<file path="config.mk">
export PLATFORM = sky130hd
export DESIGN_NAME = modulo_registro_ataque
export DESIGN_NICKNAME = d
export VERILOG_FILES = /design/src/rtl/pkg_batalha.sv /design/src/rtl/modulo_debounce_botao.sv /design/src/rtl/modulo_registro_ataque.sv
export SDC_FILE = /design/constraint.sdc
export NUM_CORES = 1
export LEC_CHECK = 0
export BUFFER_PORTS_ARGS = -buffer_cell sky130_fd_sc_hd__clkbuf_2
export CORE_UTILIZATION = 58
export DETAILED_ROUTE_END_ITERATION = 7
export PLACE_DENSITY = 0.86
export SYNTH_ARGS = -nofsm -noshare
export SYNTH_HDL_FRONTEND = slang
export SYNTH_SLANG_ARGS = --single-unit
</file>
<file path="constraint.sdc">
create_clock -name clk -period 4.4 [get_ports clk]
set_input_delay 0.22 -clock clk [delete_from_list [all_inputs] [get_ports clk]]
set_output_delay 0.22 -clock clk [all_outputs]
set_load 0.05 [all_outputs]
</file>
<file path="src/rtl/pkg_batalha.sv">
// Shared definitions for the battleship attack-register slice: board geometry,
// 2-bit status codes driven to the 7-segment path, FSM state encoding and the
// (row, column) -> matrix bit index mapping used by every 35-bit matrix.
package pkg_batalha;

  localparam int N_LIN   = 5;
  localparam int N_COL   = 7;
  localparam int N_CELLS = 35;

  typedef enum logic [1:0] {
    ST_IDLE   = 2'b00,
    ST_AGUA   = 2'b01,
    ST_ACERTO = 2'b10,
    ST_INVAL  = 2'b11
  } status_t;

  typedef enum logic [1:0] {
    S_IDLE      = 2'b00,
    S_DEB_PRESS = 2'b01,
    S_CHECK     = 2'b10,
    S_DEB_REL   = 2'b11
  } state_t;

  // Column-major with row 0 at the top of each 5-bit column group.
  function automatic logic [5:0] cell_idx(input logic [2:0] row, input logic [2:0] col);
    return ({3'b000, col} * 6'd5) + (6'd4 - {3'b000, row});
  endfunction

endpackage

</file>
<file path="src/rtl/modulo_debounce_botao.sv">
// Two-flop synchroniser plus debounce counter for one raw push button.
// o_sync is the synchronised level; o_stable only changes after DEB_CYCLES
// consecutive synchronised samples that differ from the current stable level.
module modulo_debounce_botao #(
  parameter int DEB_CYCLES = 16
) (
  input  logic i_clk,
  input  logic i_rst_n,
  input  logic i_btn,
  output logic o_sync,
  output logic o_stable
);

  localparam int CW = (DEB_CYCLES > 1) ? $clog2(DEB_CYCLES) : 1;

  logic          r_s1;
  logic          r_s2;
  logic          r_stable;
  logic [CW-1:0] r_cnt;

  // Synchronise, then count consecutive samples at the opposite level.
  always_ff @(posedge i_clk or negedge i_rst_n) begin
    if (!i_rst_n) begin
      r_s1     <= 1'b0;
      r_s2     <= 1'b0;
      r_stable <= 1'b0;
      r_cnt    <= '0;
    end else begin
      r_s1 <= i_btn;
      r_s2 <= r_s1;
      if (r_s2 != r_stable) begin
        if (r_cnt == CW'(DEB_CYCLES - 1)) begin
          r_stable <= r_s2;
          r_cnt    <= '0;
        end else begin
          r_cnt <= r_cnt + 1'b1;
        end
      end else begin
        r_cnt <= '0;
      end
    end
  end

  assign o_sync   = r_s2;
  assign o_stable = r_stable;

endmodule

</file>
<file path="src/rtl/modulo_registro_ataque.sv">
// Attack-matrix write side: debounces the confirm/clear buttons, classifies a
// confirmed coordinate as miss / hit / invalid-or-repeated against the ship
// matrix, and updates the shot and hit matrices plus the 7-seg status code.
// Optional shot budget: define SHOT_LIMIT_EN to end the game after MAX_SHOTS
// valid shots.
//
// Handshake: there is no valid/ready pair; one debounced confirm press is the
// request and busy is high from the first synchronised high sample until the
// release has been debounced, so exactly one CHECK happens per press.
module modulo_registro_ataque
  import pkg_batalha::*;
#(
  parameter int DEB_CYCLES = 16,
  parameter int MAX_SHOTS  = 20
) (
  input  logic               clk,
  input  logic               clr,
  input  logic               button_confirmation,
  input  logic               button_clear,
  input  logic [5:0]         coord_at,
  input  logic [N_CELLS-1:0] m_po,
  output logic [N_CELLS-1:0] m_at,
  output logic [N_CELLS-1:0] m_tiro,
  output logic [1:0]         status,
  output logic               game_over,
  output logic               busy
);

  state_t             r_state;
  status_t            r_status;
  logic [N_CELLS-1:0] r_m_at;
  logic [N_CELLS-1:0] r_m_tiro;
  logic               r_game_over;
  logic               r_clr_stable_d;

  logic       w_conf_sync;
  logic       w_conf_stable;
  logic       w_clr_sync_unused;
  logic       w_clr_stable;
  logic       w_clr_pulse;
  logic [2:0] w_row;
  logic [2:0] w_col;
  logic       w_in_range;
  logic [5:0] w_idx;
  logic       w_shot_ok;
  logic       w_limit;
  logic       w_go_next;

  modulo_debounce_botao #(.DEB_CYCLES(DEB_CYCLES)) u_deb_conf (
    .i_clk    (clk),
    .i_rst_n  (clr),
    .i_btn    (button_confirmation),
    .o_sync   (w_conf_sync),
    .o_stable (w_conf_stable)
  );

  modulo_debounce_botao #(.DEB_CYCLES(DEB_CYCLES)) u_deb_clr (
    .i_clk    (clk),
    .i_rst_n  (clr),
    .i_btn    (button_clear),
    .o_sync   (w_clr_sync_unused),
    .o_stable (w_clr_stable)
  );

  assign w_row      = coord_at[5:3];
  assign w_col      = coord_at[2:0];
  assign w_in_range = (w_row < 3'(N_LIN)) && (w_col < 3'(N_COL));
  assign w_idx      = cell_idx(w_row, w_col);
  // A shot writes only when the game is live, the cell exists and is fresh.
  assign w_shot_ok  = !r_game_over && !w_limit && w_in_range && !r_m_tiro[w_idx];
  assign w_go_next  = ((m_po != '0) && ((r_m_at & m_po) == m_po)) || w_limit;
  assign w_clr_pulse = w_clr_stable && !r_clr_stable_d;

`ifdef SHOT_LIMIT_EN
  localparam int SW = $clog2(MAX_SHOTS + 1);
  logic [SW-1:0] r_shots;

  assign w_limit = (r_shots >= SW'(MAX_SHOTS));

  // Count every valid, non-repeated shot; clear restarts the budget.
  always_ff @(posedge clk or negedge clr) begin
    if (!clr) begin
      r_shots <= '0;
    end else if (w_clr_pulse) begin
      r_shots <= '0;
    end else if ((r_state == S_CHECK) && w_shot_ok) begin
      r_shots <= r_shots + 1'b1;
    end
  end
`else
  logic w_unused_cfg;
  assign w_limit      = 1'b0;
  assign w_unused_cfg = (MAX_SHOTS == 0);
`endif

  // Edge-detect the debounced clear level so one press clears once.
  always_ff @(posedge clk or negedge clr) begin
    if (!clr) begin
      r_clr_stable_d <= 1'b0;
    end else begin
      r_clr_stable_d <= w_clr_stable;
    end
  end

  // Press/check/release FSM with registered matrices, status and game_over.
  always_ff @(posedge clk or negedge clr) begin
    if (!clr) begin
      r_state     <= S_IDLE;
      r_status    <= ST_IDLE;
      r_m_at      <= '0;
      r_m_tiro    <= '0;
      r_game_over <= 1'b0;
    end else if (w_clr_pulse) begin
      r_status    <= ST_IDLE;
      r_m_at      <= '0;
      r_m_tiro    <= '0;
      r_game_over <= 1'b0;
      // A press in flight (or still held) must be released before the next one.
      if (r_state == S_IDLE) begin
        r_state <= S_IDLE;
      end else begin
        r_state <= S_DEB_REL;
      end
    end else begin
      r_game_over <= w_go_next;
      case (r_state)
        S_IDLE: begin
          if (w_conf_sync) begin
            r_state <= S_DEB_PRESS;
          end
        end
        S_DEB_PRESS: begin
          if (w_conf_stable) begin
            r_state <= S_CHECK;
          end else if (!w_conf_sync) begin
            r_state <= S_IDLE;
          end
        end
        S_CHECK: begin
          r_state <= S_DEB_REL;
          if (!w_shot_ok) begin
            r_status <= ST_INVAL;
          end else begin
            r_m_tiro[w_idx] <= 1'b1;
            if (m_po[w_idx]) begin
              r_m_at[w_idx] <= 1'b1;
              r_status      <= ST_ACERTO;
            end else begin
              r_status <= ST_AGUA;
            end
          end
        end
        S_DEB_REL: begin
          if (!w_conf_stable) begin
            r_state <= S_IDLE;
          end
        end
        default: r_state <= S_IDLE;
      endcase
    end
  end

  assign m_at      = r_m_at;
  assign m_tiro    = r_m_tiro;
  assign status    = r_status;
  assign game_over = r_game_over;
  assign busy      = (r_state != S_IDLE);

endmodule

</file>
==> impl_metrics.env <==
export IMPL_rows=32
export IMPL_cts_buffers=9
export IMPL_via_count=4474
export IMPL_fillers=593
export IMPL_yosys_warnings=0
export IMPL_drt_iter0_drc=445
export IMPL_wl_um=14420
export IMPL_cts_setup_buffers=0
export IMPL_power_density_nw_per_um2=399.8
export IMPL_mostFrequentLayoutCells="clkbuf_2, dfrtp_1, nand2_1"
export IMPL_firstDrtPassIters=7
export IMPL_min_period_ns=3.561
export IMPL_fp_dieW_um=92.22
export IMPL_netlist_instances=471
export IMPL_drive_gt1_share_pct=28.43
export IMPL_die_h_um=92.22
export IMPL_synth_area_leaders="dfrtp_1, mux4_2, nand2_1"
export IMPL_synth_ff_type="dfrtp_1"
export IMPL_dieArea_um2=8504
export IMPL_h_tree_depth=3
export IMPL_hold_class="in2async"
export IMPL_synth_area_um2=4721
export IMPL_rsz0062_at_grt="no"
export IMPL_yosysTopAreaCellShare_pct=47.71
export IMPL_core_area_um2=7807
export IMPL_cts_buffer_depth=2
export IMPL_grt_usage_pct=35.83
export IMPL_leakagePower_nw=2.788
export IMPL_diodes=0
export IMPL_cp_end_kind="flop"
export IMPL_r2r_end="m_at[5]$_DFFE_PN0P_"
export IMPL_final_core_util_pct=72.29
export IMPL_outcome="finished, final reports clean"
export IMPL_setup_tns_ns=0
export IMPL_drc=0
export IMPL_synthArstFlopShare_pct=100.0
export IMPL_grt_antenna_before_repair=0
export IMPL_worst_ep_arrival_time_ns=3.84
export IMPL_multiInputGateArea_um2=2167
export IMPL_relSlewSlack_pct=28.20
export IMPL_cp_start_kind="primary input"
export IMPL_synth_compound_area_share_pct=17.20
export IMPL_syn_avg_cell_area_um2=10.02
export IMPL_clock_latency_ns=0.37
export IMPL_synth_xor_area_share_pct=1.272
export IMPL_critical_path_class="in2reg"
export IMPL_final_common_cell="clkbuf_2"
export IMPL_synth_adder_area_share_pct=4.294
export IMPL_ir_drop_v=0.0002670
export IMPL_grt_pass1_vias=4318
export IMPL_cts_tree="yes"
export IMPL_hold_buffers=2
export IMPL_timing_clock_skew_ns=0.01144
export IMPL_synth_simple_area_share_pct=14.47
export IMPL_nets=647
export IMPL_reg2reg_slack_ns=1.84
export IMPL_routedWlPerCell_um=20.81
export IMPL_seq_area_um2=2252
export IMPL_synth_top_family_by_area="compound AO/OA/AOI/OAI gates"
export IMPL_path_delay_family="adder cells"
export IMPL_synth_nets=531
export IMPL_ctsResizeCount=0
export IMPL_synth_distinct_cells=53
export IMPL_maxSlewViolCount=0
export IMPL_cts_reportedPaths_clkPinSlew_ns=0.10
export IMPL_viasPerCell=6.456
export IMPL_initial_utilization_pct=60.46
export IMPL_hold_violations=0
export IMPL_setup_viol=0
export IMPL_synth_seq_area_share_pct=47.71
export IMPL_r2r_cells=6
export IMPL_ios=119
export IMPL_cts_root_buf="clkbuf_8"
export IMPL_hpwl_um=10630
export IMPL_cts_sinks=90
export IMPL_total_power_mw=2.257
export IMPL_syn_to_final_growth_pct=19.56
export IMPL_grt_pass1_wl_um=22690
export IMPL_slowest_delay_ns=0.79
export IMPL_gp_congestion=1.056
export IMPL_period_share_pct=80.93
export IMPL_synth_edff_count=0
export IMPL_crit_fanout=16
export IMPL_portBuffers=118
export IMPL_gr_total_overflow=0
export IMPL_critPathSlowestCell="fa_1"
export IMPL_tightest_slew_ns=1.077
export IMPL_drv_cap=0
export IMPL_drt_antenna_violating_nets=0
export IMPL_synthMuxAreaShare_pct=8.614
export IMPL_grt_start_max_net_pins=91
export IMPL_ys_ff_latch=90
export IMPL_cp_num_buf_inv=3
export IMPL_fmax_mhz=280.8
export IMPL_worstPathCellList="clkbuf_2 > inv_1 > ha_1 > ha_1 > ha_1 > fa_1 > buf_4 > mux4_2 > mux2i_1 > mux2i_1 > nor3_1 > nand2_1 > o21ai_0"
export IMPL_crit_path_frequent_cell="ha_1"
export IMPL_crit_required_ns=4.68
export IMPL_rr_startpoint="u_deb_clr.o_stable$_DFFE_PN0P_"
export IMPL_synth_area_leader_cell="dfrtp_1"
worst max path at each step:
stage | cells after the start | startpoint | to
after floorplan | 14 | coord_at[3] | m_tiro[30]$_DFFE_PN0P_
after global placement | 13 | coord_at[3] | m_at[7]$_DFFE_PN0P_
after detailed placement | 14 | coord_at[3] | m_at[13]$_DFFE_PN0P_
after CTS | 13 | coord_at[3] | m_tiro[19]$_DFFE_PN0P_
after global routing | 13 | coord_at[3] | m_tiro[19]$_DFFE_PN0P_
final | 13 | coord_at[3] | m_tiro[19]$_DFFE_PN0P_
metal layers:
metal / track usage, % / vias up / share of wire (%)
li1: - / 1926 / -
met1: 47.93 / 2199 / 39
met2: 56.22 / 279 / 48
met3: 8.126 / 70 / 8.9
met4: 15.76 / 0 / 4.3
met5: 0 / - / 0
stage by stage:
stage               instance area (um^2)  std cells  setup WS (ns)  hold WS (ns)
floorplan                           4721        471          1.065      -0.07559
global placement                    5385        676         0.6953        0.3278
detailed placement                  5385        676         0.5383        0.3296
CTS                                 5644        693         0.8786       0.09538
global route                        5644        693         0.6573        0.1404
finish                              5644        693         0.8393       0.04012
report_power, final:
group          internal, mW  switching, mW  total, mW
Sequential            0.867         0.0358      0.903
Combinational         0.220          0.451      0.670
Clock                 0.378          0.305      0.683
state kept, by name, indices dropped and copies added, names as in the netlist, named ones only:
signal and cells:
game_over 1, m_at 35, m_tiro 35, r_clr_stable_d 1, r_state 1, status 2, u_deb_clr.o_stable 1, u_deb_clr.o_sync 1
u_deb_clr.r_cnt 4, u_deb_clr.r_s1 1, u_deb_conf.o_stable 1, u_deb_conf.o_sync 1, u_deb_conf.r_cnt 4, u_deb_conf.r_s1 1
cells by family after synthesis:
group,Yosys count
flops,90
simple gates,142
mux,23
buf+inv,71
fa+ha+maj,15
compound gates,124
xor+xnor,6
Yosys cell counts (2+ instances only):
cell type / n
o21ai_0: 38
and3_1: 3
nor2b_1: 8
buf_2: 6
a221oi_1: 10
nor4_1: 10
a21oi_1: 8
or2_2: 2
o22ai_1: 26
clkbuf_1: 9
nand2b_1: 3
a21o_1: 2
dfrtp_1: 90
nand4b_1: 2
a2111oi_2: 2
buf_6: 3
o21ai_1: 18
or3_1: 2
a22o_1: 2
xnor2_1: 4
nand2_1: 71
nor2_1: 9
nand4_1: 3
mux2i_1: 8
buf_4: 2
inv_1: 50
a32o_1: 4
o221ai_1: 2
mux4_2: 14
ha_1: 13
fa_1: 2
a311oi_1: 2
nor3_1: 8
nand3_1: 14
a31oi_1: 3
layout make-up:
class,count,area share (%)
timing repair buffer,126,11.88
inverter,50,3.325
multi-input combinational,310,38.40
tap,102,2.261
sequential,90,39.90
clock buffer,9,2.195
clock inverter,6,2.039
Note: power is estimated with default switching activity, not from simulation.
